--- src/rtl/trans_seq_pkg.sv ---
`default_nettype none
// ============================================================================
// Module      : trans_seq_pkg
// Description : Shared state encoding and phase decode for the transaction
//               framing sequence driver.
// Revision    : 1.0 - initial release
// ============================================================================
package trans_seq_pkg;

  // Number of framing pulses: trans, start_trans, a, b, c, end_trans.
  localparam int PHASES = 6;

  typedef enum logic [2:0] {
    IDLE  = 3'd0,
    TRANS = 3'd1,
    START = 3'd2,
    PA    = 3'd3,
    PB    = 3'd4,
    PC    = 3'd5,
    END   = 3'd6,
    GAP   = 3'd7
  } trans_seq_state_t;

  // One-hot phase vector for a state; bit 0 is trans, bit 5 is end_trans.
  function automatic logic [PHASES-1:0] phase_decode(input trans_seq_state_t s);
    logic [PHASES-1:0] p;
    p = '0;
    case (s)
      TRANS:   p[0] = 1'b1;
      START:   p[1] = 1'b1;
      PA:      p[2] = 1'b1;
      PB:      p[3] = 1'b1;
      PC:      p[4] = 1'b1;
      END:     p[5] = 1'b1;
      default: p = '0;
    endcase
    return p;
  endfunction

endpackage
`default_nettype wire

--- src/rtl/trans_seq_gap_timer.sv ---
`default_nettype none
// ============================================================================
// Module      : trans_seq_gap_timer
// Description : Down-counter timing the idle gap after a frame. Loaded on
//               entry to the gap; expired marks the last gap cycle.
// Revision    : 1.0 - initial release
// ============================================================================
module trans_seq_gap_timer #(
  parameter int GAP_CYCLES = 2
) (
  input  logic clk,
  input  logic rst,
  input  logic load,
  input  logic count_en,
  output logic expired
);

  localparam int TW = (GAP_CYCLES < 1) ? 1 : $clog2(GAP_CYCLES + 1);
  // Loading GAP_CYCLES-1 makes the gap last exactly GAP_CYCLES cycles,
  // counting the load cycle itself as the first gap cycle.
  localparam logic [TW-1:0] LOAD_VAL = (GAP_CYCLES > 0) ? TW'(GAP_CYCLES - 1) : '0;

  logic [TW-1:0] count;

  // Load on gap entry, then count down to zero while in the gap.
  always_ff @(posedge clk) begin
    if (rst) begin
      count <= '0;
    end else if (load) begin
      count <= LOAD_VAL;
    end else if (count_en && (count != '0)) begin
      count <= count - TW'(1);
    end
  end

  assign expired = (count == '0);

endmodule
`default_nettype wire

--- src/rtl/trans_seq_driver.sv ---
`default_nettype none
// ============================================================================
// Module      : trans_seq_driver
// Description : Initiator-side driver emitting trans, start_trans, a, b, c,
//               end_trans on consecutive cycles per accepted request, with
//               abort, post-frame gap and completed-frame counter.
// Revision    : 1.0 - initial release
// ============================================================================
module trans_seq_driver
  import trans_seq_pkg::*;
#(
  parameter int GAP_CYCLES = 2,
  parameter int CNT_W      = 8
) (
  input  logic             sysclk,
  input  logic             rst,
  input  logic             req,
  input  logic             abort,
  output logic             ack,
  output logic             trans,
  output logic             start_trans,
  output logic             a,
  output logic             b,
  output logic             c,
  output logic             end_trans,
  output logic             busy,
  output logic             aborted,
  output logic [CNT_W-1:0] done_cnt
);

  // With no gap configured, a finished or aborted frame returns straight to IDLE.
  localparam trans_seq_state_t AFTER_FRAME = (GAP_CYCLES > 0) ? GAP : IDLE;

  trans_seq_state_t  state;
  trans_seq_state_t  next_state;
  logic              abort_take;
  logic              gap_load;
  logic              gap_expired;
  logic [PHASES-1:0] phase;

  trans_seq_gap_timer #(
    .GAP_CYCLES (GAP_CYCLES)
  ) u_gap_timer (
    .clk      (sysclk),
    .rst      (rst),
    .load     (gap_load),
    .count_en (state == GAP),
    .expired  (gap_expired)
  );

  assign gap_load = (next_state == GAP) && (state != GAP);

  // State register.
  always_ff @(posedge sysclk) begin
    if (rst) begin
      state <= IDLE;
    end else begin
      state <= next_state;
    end
  end

  // Next-state logic; abort is honoured only while a frame is mid-flight before END.
  always_comb begin
    next_state = state;
    abort_take = 1'b0;
    case (state)
      IDLE:  if (req) next_state = TRANS;
      TRANS: begin abort_take = abort; next_state = abort ? AFTER_FRAME : START; end
      START: begin abort_take = abort; next_state = abort ? AFTER_FRAME : PA;    end
      PA:    begin abort_take = abort; next_state = abort ? AFTER_FRAME : PB;    end
      PB:    begin abort_take = abort; next_state = abort ? AFTER_FRAME : PC;    end
      PC:    begin abort_take = abort; next_state = abort ? AFTER_FRAME : END;   end
      END:   next_state = AFTER_FRAME;
      GAP:   if (gap_expired) next_state = IDLE;
      default: next_state = IDLE;
    endcase
  end

  // Output flops decoded from next-state so every output is registered.
  always_ff @(posedge sysclk) begin
    if (rst) begin
      phase    <= '0;
      ack      <= 1'b0;
      busy     <= 1'b0;
      aborted  <= 1'b0;
      done_cnt <= '0;
    end else begin
      phase   <= phase_decode(next_state);
      ack     <= (state == IDLE) && (next_state == TRANS);
      busy    <= (next_state != IDLE);
      aborted <= abort_take;
      if (next_state == END) begin
        done_cnt <= done_cnt + CNT_W'(1);
      end
    end
  end

  assign trans       = phase[0];
  assign start_trans = phase[1];
  assign a           = phase[2];
  assign b           = phase[3];
  assign c           = phase[4];
  assign end_trans   = phase[5];

endmodule
`default_nettype wire

--- config.mk ---
export PLATFORM = sky130hd
export DESIGN_NAME = trans_seq_driver
export DESIGN_NICKNAME = d
export VERILOG_FILES = /design/src/rtl/trans_seq_pkg.sv /design/src/rtl/trans_seq_gap_timer.sv /design/src/rtl/trans_seq_driver.sv
export SDC_FILE = /design/constraint.sdc
export NUM_CORES = 1
export LEC_CHECK = 0
export CORE_UTILIZATION = 35
export CTS_CLUSTER_DIAMETER = 80
export DETAILED_ROUTE_END_ITERATION = 7
export GPL_TIMING_DRIVEN = 0
export RECOVER_POWER = 50
export SLEW_MARGIN = 10
export SYNTH_ARGS = -nofsm -noshare
export SYNTH_HDL_FRONTEND = slang
export SYNTH_HIERARCHICAL = 1
export SYNTH_SLANG_ARGS = --single-unit
--- constraint.sdc ---
create_clock -name sysclk -period 3.7 [get_ports sysclk]
set_input_delay 0.74 -clock sysclk [delete_from_list [all_inputs] [get_ports sysclk]]
set_output_delay 0.74 -clock sysclk [all_outputs]
set_load 0.02 [all_outputs]
==> reports/results.ini, run 1 <==
[status]
status = complete, no violations

[cells_and_area]
nFillCells = 281
area_growth_pct = 25.7
fin_util_pct = 46.4
final_layout_size_suffix_gt1_share_pct = 10.1
area.sequential_um2 = 440
multi_input_area_um2 = 487
finalNetCount = 136
diodes = 0

[sta]
fin_ws_ns = 1.57
worstMarginPinSlew_ns = 0.538
slew_headroom_pct = 63.2
fin_skew_ns = 0.00809
slew_violations = 0
rsz0062_at_grt = false
finalHoldViolCount = 0
setup_violations = 0
post-route-min-period_ns = 2.13
max_freq_mhz = 468
setup_tns_ns = 0
post-route-period-util_pct = 57.7

[yosys]
avgSynthCellArea_um2 = 9.51
synth_most_common_cell = dfxtp_1
netlist_top_cells_count = dfxtp_1 (22), nor2_1 (13), a21oi_1 (6)
yosys.area.top_type = dfxtp_1
synth_area_leaders = dfxtp_1 (44%), nor2_1 (4.8%), a21oi_1 (3.0%)
post_synth_inst_count = 106
synth_cell_types = 37
synth-seq-cells = 22
yosysWarnings = 6
netlist_area_um2 = 1010
synth_top_area_share_pct = 43.7
synth-edff-count = 0
ys.flop_type = dfxtp_1
synthArstFlopShare_pct = 0
synthesis.nets = 112
yosysSeqAreaShare_pct = 43.7

[clock_tree]
cts_buffers = 3
postCtsHoldBufs = 0
cts.clk_slew.worst_paths_ns = 0.13
clockBufferDepth = 2
cts_resized = 0
cts_setup_buffers = 0
clock_latency_ns = 0.32
tritoncts = yes
cts.sinks = 22
cts_root_buffer = clkbuf_4
htreeDepth = 1

[drt]
avgViaCountPerCell = 5.27
vias = 843
dr.first_iter.drc_count = 7
drt_first_pass_iters = 4
wl_per_cell_um = 12.9
ant_nets = 0
route.detailed.drc = 0
drt-total-wl_um = 2070

[global_routing]
grt_pass1_wl_um = 3590
grt_usage_pct = 14.7
overflow = 0
grt_max_degree = 14
grt_pass1_vias = 795
antenna_found_initial = 0

[place]
dp_hpwl_um = 1510
pre_cts_slack_ns = 1.28
place_congestion = 0.784
portBuffers = 19

[setup_path]
crit_arrival_ns = 1.39
cp.required_ns = 2.96
worst_setup_path_start_kind = flop
cp_slowest_cell = clkdlybuf4s50_1
crit_path_cell_trace = clkdlybuf4s50_1
cp_max_fo = 6
path_buf_inv = 1
worst-setup-path-type = flop to primary output
cp-end-kind = primary output
worstReg2RegStart = state[1]
crit_family = buffers and inverters
critPathLaunch = done_cnt[2]
cp_slowest_stage_delay_ns = 0.63

[pwr]
ir_drop_v = 0.000258
pwr-share-comb_pct = 20.1
clkPwrFrac_pct = 33.0
p_sw_share_pct = 27.0
seqPwrFrac_pct = 46.9
internal_power_mw = 0.415
power.density_nw_per_um2 = 449
p_sw_mw = 0.153
p_leak_nw = 0.511

[floorplan]
pin_count = 21
initial_core_util_pct = 36.9
coreArea_um2 = 2730
num_rows = 19
chipHeight_um = 55.7
die_area_um2 = 3100
die_x_um = 55.7

[worst_hold_path]
hold_path_class = flop to flop
min_from = done_cnt[4]

[flow_run]
maxCapViolCount = 0

[kinds of logic after synthesis]
| kind of cell | synth area share, % |
|---|---|
| muxes | 2.11 |
| buffers and inverters | 5.83 |
| and+or+nand+nor | 29.9 |
| adders and majority gates | 2.48 |
| DFF | 43.7 |
| AOI/OAI and AO/OA | 15.1 |
| xor gates and xnor gates | 0.869 |
[power groups by stage]
stage	clock network (mW)	registers, mW	logic (mW)
final	0.187	0.267	0.115
after global routing	0.204	0.270	0.126
after CTS	0.193	0.267	0.123
after detailed placement	0	0.273	0.122
after global placement	0	0.271	0.119
after floorplan	0	0.282	0.0736
[layout make-up]
cell class | instances | share of cell area, %
Sequential cell | 22 | 34.7
Clock inverter | 1 | 2.37
Buffer | 7 | 3.16
Inverter | 5 | 1.48
Multi-Input combinational cell | 72 | 38.4
Timing Repair Buffer | 19 | 15.0
Clock buffer | 3 | 1.78
Tap cell | 31 | 3.06
[sequential cells by signal (all words and copies together) (netlist names)]
name,count
done_cnt,8
phase,6
state,3
u_gap_timer/count,2
aborted,1
ack,1
busy,1
[cells in the final DEF (no fill, tap or decap), types with 3 or more instances in the layout]
cell type,netlist,routed
dfxtp_1,22,22
nor2_1,13,13
clkdlybuf4s50_1,0,11
dlygate4sd3_1,0,8
a21oi_1,6,6
inv_1,5,5
and3_1,4,4
o21ai_0,4,4
clkbuf_1,3,3
nor3b_1,3,3
or4_1,2,3
nand2_1,3,3
nand3_1,3,3
or3_1,3,3
clkbuf_4,0,3
[path summary, 6_finish.rpt]
kind                                              to  slack (ns)  depth (start not counted)
worst max register to register  u_gap_timer/count[1]        1.85                          4
worst min register to register           done_cnt[4]        0.52                          2
worst max-delay path                     done_cnt[2]        1.57                          1
worst min-delay path                     done_cnt[4]        0.52                          2
[per-stage QoR]
step,hold WS [ns],cell area (um2),total power [mW],std cells
floorplan,0.484,1010,0.355,106
global placement,0.482,1240,0.390,156
detailed placement,0.498,1240,0.394,156
CTS,0.521,1290,0.583,160
global route,0.550,1270,0.600,160
finish,0.520,1270,0.569,160
[worst register-to-register path, delay by kind of cell, from the launching register on]
kind,cells,cell delay (ns)
AOI/OAI and AO/OA,1,0.55
and+or+nand+nor,2,0.38
DFF,1,0.43
buffers and inverters,1,0.33
[routing by layer]
layer  up-vias  routed length [um]  GRT usage (%)
li1        427                   -              -
met3         4                  82           2.56
met1       393                 977           18.1
met4         0                  29           7.50
met5         -                   0              0
met2        19                 976           24.6
(Power assumes the default switching activity.)
==> inputs of run 2 (changes only) <==
- clock period: 3.7 -> 2.16 ns (I/O delays scaled with it)
==> run 2 against run 1 <==
Against the previous run:
- core utilization is 0.69 points higher
- largest cell class unchanged
- setup slack got worse by 1.3 ns
- largest power group unchanged
- final cell count unchanged
- highest routed layer unchanged
==> reports/results.ini, run 2 (same netlist as run 1, synthesis figures left out) <==
[drt]
vias = 850  ; +0.83%
route.detailed.drc = 0  ; unchanged
ant_nets = 0  ; unchanged
drt-total-wl_um = 2080  ; +0.48%
drt_first_pass_iters = 4  ; unchanged
avgViaCountPerCell = 5.31  ; +0.83%
wl_per_cell_um = 13.0  ; +0.48%
dr.first_iter.drc_count = 8  ; +1

[sta]
post-route-min-period_ns = 1.86
setup_violations = 0  ; unchanged
max_freq_mhz = 536
setup_tns_ns = 0  ; unchanged
fin_ws_ns = 0.296  ; -1.27 ns
slew_violations = 0  ; unchanged
rsz0062_at_grt = false
finalHoldViolCount = 0  ; unchanged
worstMarginPinSlew_ns = 0.537  ; -0.000707 ns
post-route-period-util_pct = 86.3
fin_skew_ns = 0.0151  ; +0.00701 ns
slew_headroom_pct = 63.9  ; +0.70 points

[setup_path]
reg2reg_slack_ns = 0.30  ; -1.55 ns
critPathLaunch = state[0]
cp-end-kind = flop
cp_max_fo = 10  ; +4
r2r_cells = 6  ; +2
cp.required_ns = 2.39  ; -0.57 ns
worst_setup_path_start_kind = flop
worst-setup-path-type = flop to flop
crit_arrival_ns = 2.10  ; +0.71 ns
crit_end = u_gap_timer/count[0]
worstReg2RegStart = state[0]
reg2reg_to = u_gap_timer/count[0]

[cells_and_area]
mostFrequentLayoutCells = dfxtp_1 (22), nor2_1 (13), clkdlybuf4s50_1 (10), dlygate4sd3_1 (9), a21oi_1 (6)
largest_register_ffs = 8  ; unchanged
area_growth_pct = 27.5
final_layout_size_suffix_gt1_share_pct = 10.9  ; +0.78 points
fin_cells = 160  ; unchanged
regMostFlops = done_cnt
finalNetCount = 136  ; unchanged
top_regs = done_cnt (8), phase (6), state (3)
mostFrequentLayoutCell = dfxtp_1
diodes = 0  ; unchanged

[global_routing]
grt_usage_pct = 14.7  ; unchanged
grt_pass1_wl_um = 3590  ; unchanged
antenna_found_initial = 0  ; unchanged
grt_max_degree = 14  ; unchanged
overflow = 0  ; unchanged
grt_pass1_vias = 795  ; unchanged

[pwr]
seqPwrFrac_pct = 46.6  ; -0.3 points
pwr-share-comb_pct = 20.3  ; +0.2 points
p_sw_share_pct = 27.5  ; +0.49 points
p_leak_nw = 0.515  ; +0.72%
fin_total_pwr_mw = 0.980  ; +72%
clkPwrFrac_pct = 33.2  ; +0.2 points
internal_power_mw = 0.711  ; +71%
ir_drop_v = 0.000444  ; +72%
power.density_nw_per_um2 = 762  ; +70%
p_sw_mw = 0.269  ; +76%

[clock_tree]
cts.sinks = 22  ; unchanged
cts_buffers = 3  ; unchanged
clock_latency_ns = 0.32  ; about the same
cts_resized = 0  ; unchanged
cts.clk_slew.worst_paths_ns = 0.14  ; about the same
postCtsHoldBufs = 0  ; unchanged
cts_root_buffer = clkbuf_4
clockBufferDepth = 2  ; unchanged
htreeDepth = 1  ; unchanged
cts_setup_buffers = 0  ; unchanged
tritoncts = yes

[place]
pre_cts_slack_ns = 0.0464  ; -1.23 ns
dp_hpwl_um = 1510  ; unchanged
portBuffers = 19  ; unchanged
place_inst = 156  ; unchanged
place_congestion = 0.784  ; unchanged

[floorplan]
coreArea_um2 = 2730  ; unchanged
pin_count = 21  ; unchanged
die_x_um = 55.7  ; unchanged
chipHeight_um = 55.7  ; unchanged
num_rows = 19  ; unchanged
initial_core_util_pct = 36.9  ; unchanged
die_area_um2 = 3100  ; unchanged

[flow_run]
maxCapViolCount = 0  ; unchanged

[worst_hold_path]
hold_path_depth = 3  ; +1
hold_path_class = input pin to flop

[status]
status = complete, no violations

==> run 2: cell types whose count changed in the layout (fill, tap and decap cells not counted), sizes merged <==
cell and change:
clkdlybuf4s50 -1, dlygate4sd3 +1
==> run 2: worst max-delay path, cell delays in order (launching register included) <==
cell and delay [ns]:
dfxtp_1 0.46, buf_2 0.24, or2_2 0.15, a21oi_1 0.06, nor3_1 0.47, nor4bb_1 0.14
a211oi_1 0.24
==> run 2: worst min path at each step <==
stage / start / to / slack (ns)
2_1_floorplan: u_gap_timer/count[1] / u_gap_timer/count[1] / 0.48
3_3_place_gp: done_cnt[6] / done_cnt[6] / 0.48
3_5_place_dp: done_cnt[6] / done_cnt[6] / 0.50
4_1_cts: abort / aborted / 0.36
5_1_grt: abort / aborted / 0.37
6_report: abort / aborted / 0.36
==> run 2: stage by stage <==
stage / hold WS [ns] / instance area [um2] / util [%]
after detailed placement: 0.498 / 1240 / 45.3
after floorplan: 0.484 / 1010 / -
after global placement: 0.482 / 1240 / 45.3
after CTS: 0.357 / 1290 / 47.2
after global routing: 0.367 / 1290 / 47.0
final: 0.364 / 1290 / 47.0
==> run 2: power by group through the flow <==
stage                     Combinational [mW]  Clock (mW)  Sequential [mW]
after floorplan                        0.126           0            0.482
after global placement                 0.204           0            0.465
after detailed placement               0.208           0            0.467
after CTS                              0.210       0.331            0.458
after global routing                   0.219       0.349            0.462
final                                  0.199       0.325            0.456
==> run 2: final cells by class <==
| type | instances | area (um2) |
|---|---|---|
| Fill cell | 277 | 1450 |
| Multi-Input combinational cell | 72 | 505 |
| Sequential cell | 22 | 440 |
| Timing Repair Buffer | 19 | 190 |
| Buffer | 7 | 40.0 |
| Tap cell | 31 | 38.8 |
| Clock inverter | 1 | 30.0 |
| Clock buffer | 3 | 22.5 |
| Inverter | 5 | 18.8 |
==> run 2: layer usage <==
metal | GRT usage [%] | wire length (um) | up-vias
li1 | - | - | 431
met1 | 18.1 | 975 | 392
met3 | 2.56 | 83 | 5
met4 | 7.50 | 45 | 0
met5 | 0 | 0 | -
met2 | 24.6 | 971 | 22
==> inputs of run 3 (changes only) <==
- CORE_ASPECT_RATIO: default -> 0.5
==> run 3 against run 2 <==
Against the previous run:
- global-route usage down 1.9 points
- via count decreased by 4.1%
- setup slack improved by 0.026 ns
- routed wire length fell by 13%
- power fell by 8.4%
- critical path type is now input pin to flop
- largest cell class unchanged
==> reports/results.ini, run 3 (same netlist as run 1, synthesis figures left out) <==
[clock_tree]
clockBufferDepth = 2  ; unchanged
cts_setup_buffers = 0  ; unchanged
cts_buffers = 3  ; unchanged
cts.clk_slew.worst_paths_ns = 0.07  ; -0.07 ns
cts.sinks = 22  ; unchanged
clock_latency_ns = 0.26  ; -0.06 ns
htreeDepth = 1  ; unchanged
cts_root_buffer = clkbuf_8
cts_resized = 0  ; unchanged
tritoncts = yes
postCtsHoldBufs = 0  ; unchanged

[setup_path]
cp_slowest_cell = dlygate4sd3_1
worst_setup_path_start_kind = input pin
cp.required_ns = 2.30  ; -0.09 ns
cp_max_fo = 10  ; unchanged
crit_path_cell_trace = dlygate4sd3_1 > clkbuf_1 > clkbuf_1 > o221ai_2
cp-end-kind = flop
critPathLaunch = rst
crit_top_cell = clkbuf_1
crit_arrival_ns = 1.97  ; -0.13 ns
worst-setup-path-type = input pin to flop
worstReg2RegStart = state[0]
cp_slowest_stage_delay_ns = 0.62  ; +0.15 ns

[sta]
slew_violations = 0  ; unchanged
max_freq_mhz = 544  ; +1.4%
post-route-period-util_pct = 85.1  ; -1.2 points
setup_tns_ns = 0  ; unchanged
worstMarginPinSlew_ns = 0.519  ; -0.0186 ns
setup_violations = 0  ; unchanged
finalHoldViolCount = 0  ; unchanged
slew_headroom_pct = 65.2  ; +1.2 points
rsz0062_at_grt = false
fin_ws_ns = 0.321  ; +0.0256 ns
fin_skew_ns = 0.00178  ; -0.0133 ns
post-route-min-period_ns = 1.84  ; -0.0256 ns

[place]
place_congestion = 0.755  ; -3.7%
portBuffers = 19  ; unchanged
pre_cts_slack_ns = 0.0760  ; +0.0296 ns
dp_hpwl_um = 1350  ; -10%

[status]
status = complete, no violations

[worst_hold_path]
hold_path_class = input pin to flop
min_from = abort

[global_routing]
grt_pass1_vias = 605  ; -24%
grt_pass1_wl_um = 2850  ; -21%
grt_usage_pct = 12.8  ; -1.9 points
grt_max_degree = 12  ; -2
overflow = 0  ; unchanged
antenna_found_initial = 0  ; unchanged

[drt]
drt-total-wl_um = 1810  ; -13%
dr.first_iter.drc_count = 16  ; +8
drt_first_pass_iters = 4  ; unchanged
vias = 815  ; -4.1%
ant_nets = 0  ; unchanged
wl_per_cell_um = 11.0  ; -15%
avgViaCountPerCell = 4.94  ; -7.0%
route.detailed.drc = 0  ; unchanged

[cells_and_area]
mostFrequentLayoutCells = dfxtp_1 (22), nor2_1 (13), dlygate4sd3_1 (11), clkdlybuf4s50_1 (8), a21oi_1 (6)
mostFrequentLayoutCell = dfxtp_1
largest_register_ffs = 8  ; unchanged
diodes = 0  ; unchanged
final_layout_size_suffix_gt1_share_pct = 10.2  ; -0.70 points
finalNetCount = 136  ; unchanged
regMostFlops = done_cnt
area_growth_pct = 27.2
top_regs = done_cnt (8), phase (6), state (3)
nFillCells = 260  ; -6.1%

[floorplan]
pin_count = 21  ; unchanged
chipHeight_um = 40.0  ; -28%
die_area_um2 = 3110  ; +0.41%
die_x_um = 77.9  ; +40%
coreArea_um2 = 2670  ; -2.4%
num_rows = 13  ; -6
initial_core_util_pct = 37.8  ; +0.92 points

[flow_run]
maxCapViolCount = 0  ; unchanged

[pwr]
power.density_nw_per_um2 = 700  ; -8.2%
p_leak_nw = 0.515  ; +0.14%
ir_drop_v = 0.000224  ; -50%

-- run 3: cell count changes in the layout (fill, tap and decap cells not counted), sizes merged --
cell           delta
bufinv            -1
clkdlybuf4s50     -2
dlygate4sd3       +2
-- run 3: power by group --
part	total, mW	switching, mW	internal [mW]
registers	0.456	0.0213	0.434
clock network	0.248	0.124	0.125
logic	0.194	0.106	0.0882
total	0.898	0.250	0.647
-- run 3: path summary, 6_finish.rpt --
check                                             to  slack, ns  cells after the start
worst max-delay path                            busy       0.32                      4
worst min-delay path                         aborted       0.42                      3
worst max register to register  u_gap_timer/count[0]       0.37                      6
worst min register to register           done_cnt[6]       0.49                      2
-- run 3: critical path: cells and delay by family --
kind            cells  cell delay [ns]
compound gates      1             0.13
buf+inv             3             1.41
-- run 3: layer usage --
layer	GRT usage [%]	routed length, um	vias to the layer above	share of wire (%)
li1	-	-	431	-
met1	16.4	958	368	53
met2	19.9	760	13	42
met3	5.45	71	3	3.9
met4	4.17	22	0	1.2
met5	0	0	-	0
-- run 3: stage by stage --
| step | util (%) | total power [mW] | hold slack [ns] | cells | area, um2 |
|---|---|---|---|---|---|
| after global routing | 48.1 | 0.955 | 0.417 | 165 | 1280 |
| after CTS | 48.2 | 0.925 | 0.419 | 165 | 1290 |
| final | 48.1 | 0.898 | 0.423 | 165 | 1280 |
| after floorplan | - | 0.609 | 0.484 | 106 | 1010 |
| after global placement | 46.7 | 0.671 | 0.480 | 162 | 1240 |
| after detailed placement | 46.7 | 0.672 | 0.489 | 162 | 1240 |
-- run 3: layout make-up --
cell class | count | area, um2 | share of cell area (%)
Clock buffer | 3 | 41.3 | 3.22
Tap cell | 37 | 46.3 | 3.61
Inverter | 5 | 18.8 | 1.46
Sequential cell | 22 | 440 | 34.3
Timing Repair Buffer | 19 | 190 | 14.8
Multi-Input combinational cell | 72 | 505 | 39.4
Buffer | 7 | 40.0 | 3.12
